**src/rtl/fpu_req_arbiter_if.sv**
```systemverilog
// Bundles requester command/response ports and the shared FPU control port.
// Latency: none, wires only.
// Backpressure: carries valid/ready on both requester sides; FPU side uses done.
interface fpu_req_arbiter_if #(
    parameter int N_REQ  = 4,
    parameter int DATA_W = 32,
    parameter int OP_W   = 7
);
    logic [N_REQ-1:0]        req_valid_i;
    logic [N_REQ-1:0]        req_ready_o;
    logic [N_REQ*OP_W-1:0]   req_op_i;
    logic [N_REQ*DATA_W-1:0] req_opa_i;
    logic [N_REQ*DATA_W-1:0] req_opb_i;
    logic [N_REQ-1:0]        rsp_valid_o;
    logic [N_REQ-1:0]        rsp_ready_i;
    logic [DATA_W-1:0]       rsp_data_o;
    logic [1:0]              rsp_err_o;
    logic                    fpu_en_o;
    logic [OP_W-1:0]         fpu_op_o;
    logic [DATA_W-1:0]       fpu_opa_o;
    logic [DATA_W-1:0]       fpu_opb_o;
    logic                    fpu_done_i;
    logic [DATA_W-1:0]       fpu_result_i;

    // Arbiter side.
    modport slave (
        input  req_valid_i, req_op_i, req_opa_i, req_opb_i, rsp_ready_i,
               fpu_done_i, fpu_result_i,
        output req_ready_o, rsp_valid_o, rsp_data_o, rsp_err_o,
               fpu_en_o, fpu_op_o, fpu_opa_o, fpu_opb_o
    );

    // Requesters plus FPU side.
    modport master (
        output req_valid_i, req_op_i, req_opa_i, req_opb_i, rsp_ready_i,
               fpu_done_i, fpu_result_i,
        input  req_ready_o, rsp_valid_o, rsp_data_o, rsp_err_o,
               fpu_en_o, fpu_op_o, fpu_opa_o, fpu_opb_o
    );
endinterface

```
**src/rtl/fpu_req_arbiter.sv**
```systemverilog
// Round-robin sharing of one FPU among N_REQ requesters, with opcode check and watchdog.
// Latency: accept->fpu_en 1 cycle; done->rsp_valid 1 cycle; illegal op->rsp_valid 1 cycle.
// Backpressure: one op in flight; req_ready only in IDLE; response held until rsp_ready of the grantee.
module fpu_req_arbiter #(
    parameter int N_REQ   = 4,
    parameter int DATA_W  = 32,
    parameter int OP_W    = 7,
    parameter int TIMEOUT = 255
) (
    input  logic              fpu_clk,
    input  logic              fpu_rst_n,
    fpu_req_arbiter_if.slave  bus
);
    localparam int IDX_W = (N_REQ > 1) ? $clog2(N_REQ) : 1;

    localparam logic [1:0] ST_IDLE = 2'd0;
    localparam logic [1:0] ST_BUSY = 2'd1;
    localparam logic [1:0] ST_RESP = 2'd2;

    localparam logic [1:0] ERR_OK      = 2'b00;
    localparam logic [1:0] ERR_ILLEGAL = 2'b01;
    localparam logic [1:0] ERR_TIMEOUT = 2'b10;

    localparam logic [15:0]      WDOG_LAST = 16'(TIMEOUT - 1);
    localparam logic [N_REQ-1:0] ONE_OH    = {{(N_REQ-1){1'b0}}, 1'b1};

    logic [1:0]        state;
    logic [IDX_W-1:0]  rr_ptr;
    logic [IDX_W-1:0]  grant;
    logic [15:0]       wdog;

    logic              win_vld;
    logic [IDX_W-1:0]  win_idx;
    logic [OP_W-1:0]   win_op;
    logic [DATA_W-1:0] win_opa;
    logic [DATA_W-1:0] win_opb;
    logic              win_legal;
    logic [N_REQ-1:0]  win_oh;
    logic [N_REQ-1:0]  grant_oh;
    logic [IDX_W-1:0]  rr_next;

    // Pick the first valid requester at or after rr_ptr, wrapping modulo N_REQ.
    always_comb begin
        logic [IDX_W-1:0] cand;
        cand    = '0;
        win_vld = 1'b0;
        win_idx = '0;
        // Scan from farthest to nearest so the nearest valid requester is the last one written.
        for (int i = N_REQ - 1; i >= 0; i--) begin
            cand = IDX_W'((int'(rr_ptr) + i) % N_REQ);
            if (bus.req_valid_i[cand]) begin
                win_vld = 1'b1;
                win_idx = cand;
            end
        end
    end

    // Mux out the winner's opcode and operands.
    always_comb begin
        win_op  = '0;
        win_opa = '0;
        win_opb = '0;
        for (int k = 0; k < N_REQ; k++) begin
            if (IDX_W'(k) == win_idx) begin
                win_op  = bus.req_op_i[k*OP_W +: OP_W];
                win_opa = bus.req_opa_i[k*DATA_W +: DATA_W];
                win_opb = bus.req_opb_i[k*DATA_W +: DATA_W];
            end
        end
    end

    // Opcode must have exactly one bit set; zero or several bits are rejected.
    assign win_legal = (win_op != '0) && ((win_op & (win_op - 1'b1)) == '0);
    assign win_oh    = ONE_OH << win_idx;
    assign grant_oh  = ONE_OH << grant;
    assign rr_next   = (grant == IDX_W'(N_REQ - 1)) ? '0 : grant + 1'b1;

    // Accept is combinational in IDLE; held low during reset so every output reads 0.
    always_comb begin
        bus.req_ready_o = '0;
        if (fpu_rst_n && (state == ST_IDLE) && win_vld) begin
            bus.req_ready_o[win_idx] = 1'b1;
        end
    end

    // Main sequencer: latch request, drive the FPU, hold the response until accepted.
    always_ff @(posedge fpu_clk or negedge fpu_rst_n) begin
        if (!fpu_rst_n) begin
            state           <= ST_IDLE;
            rr_ptr          <= '0;
            grant           <= '0;
            wdog            <= '0;
            bus.rsp_valid_o <= '0;
            bus.rsp_data_o  <= '0;
            bus.rsp_err_o   <= ERR_OK;
            bus.fpu_en_o    <= 1'b0;
            bus.fpu_op_o    <= '0;
            bus.fpu_opa_o   <= '0;
            bus.fpu_opb_o   <= '0;
        end else begin
            case (state)
                ST_IDLE: begin
                    if (win_vld) begin
                        grant         <= win_idx;
                        bus.fpu_op_o  <= win_op;
                        bus.fpu_opa_o <= win_opa;
                        bus.fpu_opb_o <= win_opb;
                        if (win_legal) begin
                            state        <= ST_BUSY;
                            wdog         <= '0;
                            bus.fpu_en_o <= 1'b1;
                        end else begin
                            // Malformed opcode: answer directly, FPU never sees it.
                            state           <= ST_RESP;
                            bus.rsp_valid_o <= win_oh;
                            bus.rsp_err_o   <= ERR_ILLEGAL;
                            bus.rsp_data_o  <= '0;
                        end
                    end
                end
                ST_BUSY: begin
                    wdog <= wdog + 1'b1;
                    // Completion wins over a watchdog expiry in the same cycle.
                    if (bus.fpu_done_i) begin
                        state           <= ST_RESP;
                        bus.fpu_en_o    <= 1'b0;
                        bus.rsp_valid_o <= grant_oh;
                        bus.rsp_err_o   <= ERR_OK;
                        bus.rsp_data_o  <= bus.fpu_result_i;
                    end else if (wdog == WDOG_LAST) begin
                        state           <= ST_RESP;
                        bus.fpu_en_o    <= 1'b0;
                        bus.rsp_valid_o <= grant_oh;
                        bus.rsp_err_o   <= ERR_TIMEOUT;
                        bus.rsp_data_o  <= '0;
                    end
                end
                ST_RESP: begin
                    // Only the grantee's ready matters; pointer moves past it on hand-off.
                    if (bus.rsp_ready_i[grant]) begin
                        state           <= ST_IDLE;
                        bus.rsp_valid_o <= '0;
                        rr_ptr          <= rr_next;
                    end
                end
                default: begin
                    state <= ST_IDLE;
                end
            endcase
        end
    end
endmodule
```
**src/flat_wrapper.sv**
```systemverilog
// flat-port wrapper written by rule: the top's interface ports become plain ports
module fpu_req_arbiter_flat 
#(
    parameter int N_REQ   = 4,
    parameter int DATA_W  = 32,
    parameter int OP_W    = 7,
    parameter int TIMEOUT = 255
)
  (fpu_clk, fpu_rst_n, bus_req_valid_i, bus_req_op_i, bus_req_opa_i, bus_req_opb_i, bus_rsp_ready_i, bus_fpu_done_i, bus_fpu_result_i, bus_req_ready_o, bus_rsp_valid_o, bus_rsp_data_o, bus_rsp_err_o, bus_fpu_en_o, bus_fpu_op_o, bus_fpu_opa_o, bus_fpu_opb_o);
  fpu_req_arbiter_if #(.N_REQ(N_REQ), .DATA_W(DATA_W), .OP_W(OP_W)) bus_i ();
  input  logic fpu_clk;
  input  logic fpu_rst_n;
  input wire logic [$bits(bus_i.req_valid_i)-1:0] bus_req_valid_i;
  input wire logic [$bits(bus_i.req_op_i)-1:0] bus_req_op_i;
  input wire logic [$bits(bus_i.req_opa_i)-1:0] bus_req_opa_i;
  input wire logic [$bits(bus_i.req_opb_i)-1:0] bus_req_opb_i;
  input wire logic [$bits(bus_i.rsp_ready_i)-1:0] bus_rsp_ready_i;
  input wire logic [$bits(bus_i.fpu_done_i)-1:0] bus_fpu_done_i;
  input wire logic [$bits(bus_i.fpu_result_i)-1:0] bus_fpu_result_i;
  output wire logic [$bits(bus_i.req_ready_o)-1:0] bus_req_ready_o;
  output wire logic [$bits(bus_i.rsp_valid_o)-1:0] bus_rsp_valid_o;
  output wire logic [$bits(bus_i.rsp_data_o)-1:0] bus_rsp_data_o;
  output wire logic [$bits(bus_i.rsp_err_o)-1:0] bus_rsp_err_o;
  output wire logic [$bits(bus_i.fpu_en_o)-1:0] bus_fpu_en_o;
  output wire logic [$bits(bus_i.fpu_op_o)-1:0] bus_fpu_op_o;
  output wire logic [$bits(bus_i.fpu_opa_o)-1:0] bus_fpu_opa_o;
  output wire logic [$bits(bus_i.fpu_opb_o)-1:0] bus_fpu_opb_o;
  assign bus_i.req_valid_i = bus_req_valid_i;
  assign bus_i.req_op_i = bus_req_op_i;
  assign bus_i.req_opa_i = bus_req_opa_i;
  assign bus_i.req_opb_i = bus_req_opb_i;
  assign bus_i.rsp_ready_i = bus_rsp_ready_i;
  assign bus_i.fpu_done_i = bus_fpu_done_i;
  assign bus_i.fpu_result_i = bus_fpu_result_i;
  assign bus_req_ready_o = bus_i.req_ready_o;
  assign bus_rsp_valid_o = bus_i.rsp_valid_o;
  assign bus_rsp_data_o = bus_i.rsp_data_o;
  assign bus_rsp_err_o = bus_i.rsp_err_o;
  assign bus_fpu_en_o = bus_i.fpu_en_o;
  assign bus_fpu_op_o = bus_i.fpu_op_o;
  assign bus_fpu_opa_o = bus_i.fpu_opa_o;
  assign bus_fpu_opb_o = bus_i.fpu_opb_o;
  fpu_req_arbiter #(.N_REQ(N_REQ), .DATA_W(DATA_W), .OP_W(OP_W), .TIMEOUT(TIMEOUT)) u_core (.fpu_clk(fpu_clk), .fpu_rst_n(fpu_rst_n), .bus(bus_i));
endmodule
```
**config.mk**
```make
export PLATFORM = sky130hd
export DESIGN_NAME = fpu_req_arbiter_flat
export DESIGN_NICKNAME = d
export VERILOG_FILES = /design/src/rtl/fpu_req_arbiter_if.sv /design/src/rtl/fpu_req_arbiter.sv /design/src/flat_wrapper.sv
export SDC_FILE = /design/constraint.sdc
export NUM_CORES = 1
export LEC_CHECK = 0
export ABC_CLOCK_PERIOD_IN_PS = 2800
export BUFFER_PORTS_ARGS = -buffer_cell sky130_fd_sc_hd__clkbuf_2
export CAP_MARGIN = 25
export CORE_AREA = 8 8 165 167
export CTS_BUF_LIST = sky130_fd_sc_hd__clkbuf_16
export DETAILED_ROUTE_END_ITERATION = 10
export DIE_AREA = 0 0 173 175
export GPL_TIMING_DRIVEN = 1
export PLACE_DENSITY = 0.75
export REMOVE_ABC_BUFFERS = 1
export SYNTH_ARGS = -nofsm -noshare
export SYNTH_HDL_FRONTEND = slang
export SYNTH_SLANG_ARGS = --single-unit
```
**constraint.sdc**
```tcl
create_clock -name fpu_clk -period 2.8 [get_ports fpu_clk]
set_input_delay 0.56 -clock fpu_clk [delete_from_list [all_inputs] [get_ports fpu_clk]]
set_output_delay 0.56 -clock fpu_clk [all_outputs]
set_load 0.05 [all_outputs]
```
==> impl_metrics.yaml <==
outcome:
  status: "finished with violations"
  violations: "setup timing"
sta:
  min_period_ns: 3.09
  hold_ws_ns: 0.215
  tns_ns: -13.38
  fmax_ghz: 0.323
  layout_worst_path_cycle_share: 1.10
  finalHoldViolations: 0
  worst_pin_slew_ns: 0.742
  report.final.slew_viol_count: 0
  max-slew-margin-rel: 0.499
  setup_viol_count_final: 56
  fin_worst_skew_ns: 0.00933
  rsz0062_at_grt: "yes"
  setup_ws_ns: -0.292
synth:
  syn_area_per_cell_um2: 7.50
  ys.flop_type: "dfrtp_1"
  synth_area_leaders: "dfrtp_1 (42%), nand2_1 (20%), o21ai_0 (9.0%), nand3_1 (5.1%), a22o_1 (3.6%)"
  yosysUniqueCellTypes: 52
  synth_edf_count: 0
  synthArstFlopShare: 1.00
  syn_inst: 1040
  yosysSeqAreaShare: 0.423
  synth_top_area_cell: "dfrtp_1"
  yosys_warnings: 0
  synth_top_area_frac: 0.423
  netlist_area_um2: 7800
  synth-seq-cells: 132
worst_hold_path:
  min_path_type: "in -> async"
clock_network:
  path_clk_slew_ns: 0.07
  clk_latency_ns: 0.41
  cts.sinks: 132
  cts-hold-fix-buffers: 0
  cts_tree: "built"
  clockBufferDepth: 2
  ctsHtreeMaxLevel: 4
  root_buffer: "clkbuf_16"
  cts_buffers: 17
die:
  die_h_um: 175
  die-width_um: 173
  core-area_um2: 24700
  ios: 441
  dieArea_um2: 30300
  fp-row-count: 58
  initial_core_util: 0.316
critical_path:
  critPathKind: "reg -> reg"
  crit_fanout: 16
  critical_path_required_ns: 3.10
  cpMaxStageDelayCell: "dfrtp_2"
  crit_path_end_kind: "flop"
  cp.arrival_ns: 3.39
  critPathMaxStageDelay_ns: 0.46
  cp_cell_sequence: "mux2_4 -> o221a_4 -> mux2i_2 -> mux2i_4 -> buf_4 -> nor4_4 -> buf_4 -> o211ai_2 -> o211ai_2 -> buf_6 -> a21oi_4 -> clkbuf_16 -> a22o_1"
  crit_path_start_kind: "flop"
finish:
  area_growth_pct: 49.4
  num_antenna_cells: 0
  fillers: 2465
  finalNetCount: 1816
  final_layout_size_suffix_gt1_frac: 0.393
  area.sequential_um2: 3300
  multi_input_area_um2: 4490
  final_common_cell: "clkbuf_2"
  final_cell_mix: "clkbuf_2 (439), nand2_1 (422), o21ai_0 (141)"
  postLayoutCoreUtil: 0.472
grt:
  grt_pass1_vias: 9132
  grt_first_pass_wirelength_um: 49100
  grt_overflow: 0
  grt_start_max_net_pins: 133
  grt_usage: 0.198
  antenna_found_initial: 2
placement:
  numPortBuffers: 440
  globalplace.congestion: 0.846
  dpl.hpwl_um: 23900
  post-place-ws_ns: -0.626
pwr:
  powerDensity_nw_per_um2: 1120
  total_power_w: 0.0131
  ir_worst_vdd_mv: 0.604
  p_leak_nw: 6.19
routing:
  drc: 0
  vias: 8977
  wl_met3_um: 2350
  met2WireLength_um: 16100
  wirelength_um: 31700
  drtAntennaViolNets: 0
  highest_layer: "met5"
  wl_per_cell_um: 17.3
  wl_met1_um: 12600
  drtIter0Drc: 444
  first_pass_iters: 5
  via_per_inst: 4.92
run:
  drv_cap: 0
==> cell usage after synthesis, types with 2 or more instances <==
cell and instances:
a21boi_0 2, a21oi_1 13, a22o_1 32, a2bb2oi_1 6, and3_1 7, buf_1 9
buf_2 11, buf_6 3, clkbuf_1 54, dfrtp_1 132, ha_1 6, inv_1 14
mux2_2 7, mux2i_1 26, nand2_1 422, nand2b_1 2, nand3_1 80, nor2_1 11
nor3_1 7, nor4_1 5, o211ai_2 2, o21a_1 2, o21ai_0 141, o21bai_1 6
o22a_1 2, o22ai_1 7, o2bb2ai_1 2, o31ai_1 4, xor2_1 2
==> cells by family after synthesis <==
logic type,after synthesis,share of synthesized area
muxes,36,0.0500
adders and majority gates,6,0.00962
DFF,132,0.423
AOI/OAI and AO/OA,233,0.185
and+or+nand+nor,540,0.282
buffers and inverters,91,0.0484
xor gates and xnor gates,2,0.00225
==> critical path, delay by kind of cell, from the launching register on <==
family	cells	cell delay [ns]
DFF	1	0.46
muxes	3	0.75
buffers and inverters	4	0.66
and+or+nand+nor	1	0.29
AOI/OAI and AO/OA	5	0.80
==> final timing paths <==
check,slack (ns),to,cells past startpoint,start
max,-0.29,u_core.bus.rsp_data_o[16]$_DFFE_PN0P_,13,u_core.rr_ptr[1]$_DFFE_PN0P_
min in group fpu_clk,0.36,u_core.bus.rsp_data_o[29]$_DFFE_PN0P_,2,bus_fpu_result_i[29]
min,0.22,u_core.bus.rsp_valid_o[3]$_DFFE_PN0P_,2,fpu_rst_n
min reg2reg,0.48,u_core.bus.fpu_opb_o[10]$_DFFE_PN0P_,2,u_core.bus.fpu_opb_o[10]$_DFFE_PN0P_
max reg2reg,-0.29,u_core.bus.rsp_data_o[16]$_DFFE_PN0P_,13,u_core.rr_ptr[1]$_DFFE_PN0P_
max in group asynchronous,1.97,u_core.rr_ptr[1]$_DFFE_PN0P_,2,fpu_rst_n
==> registers in the layout, indices dropped and copies added, names as in the netlist <==
register,count
u_core.bus.fpu_opa_o,32
u_core.bus.rsp_err_o,2
u_core.state,2
u_core.rr_ptr,2
u_core.wdog,16
u_core.bus.rsp_valid_o,4
u_core.bus.fpu_en_o,1
u_core.bus.rsp_data_o,32
u_core.bus.fpu_opb_o,32
u_core.grant,2
u_core.bus.fpu_op_o,7
==> stage by stage <==
| step | cells | instance area [um^2] |
|---|---|---|
| global route | 1826 | 11700 |
| floorplan | 963 | 7480 |
| CTS | 1822 | 11300 |
| finish | 1826 | 11700 |
| detailed placement | 1786 | 10700 |
| global placement | 1786 | 10700 |
==> per-layer routing <==
layer / track usage / up-vias
li1: - / 4408
met1: 0.228 / 4183
met2: 0.351 / 342
met3: 0.0660 / 40
met4: 0.0453 / 4
met5: 0 / -
==> what timing repair did <==
action,4_1_cts,5_1_grt
buffers inserted,3,3
gates cloned,1,1
pin swaps,5,6
setup endpoints to repair,99,68
gates resized for setup,22,47
==> layout make-up <==
cell class                      instances  area share
Multi-Input combinational cell        818       0.386
Sequential cell                       132       0.283
Timing Repair Buffer                  500       0.243
Clock buffer                           17      0.0365
Tap cell                              330      0.0354
Clock inverter                         15      0.0113
Inverter                               14     0.00451
==> where the power goes <==
| group | switching (W) | leakage, nW | internal (W) |
|---|---|---|---|
| clock | 0.000929 | 0.278 | 0.00123 |
| combinational | 0.00534 | 4.23 | 0.00243 |
| sequential | 0.000495 | 1.68 | 0.00265 |
Note: power is estimated with default switching activity, not from simulation.
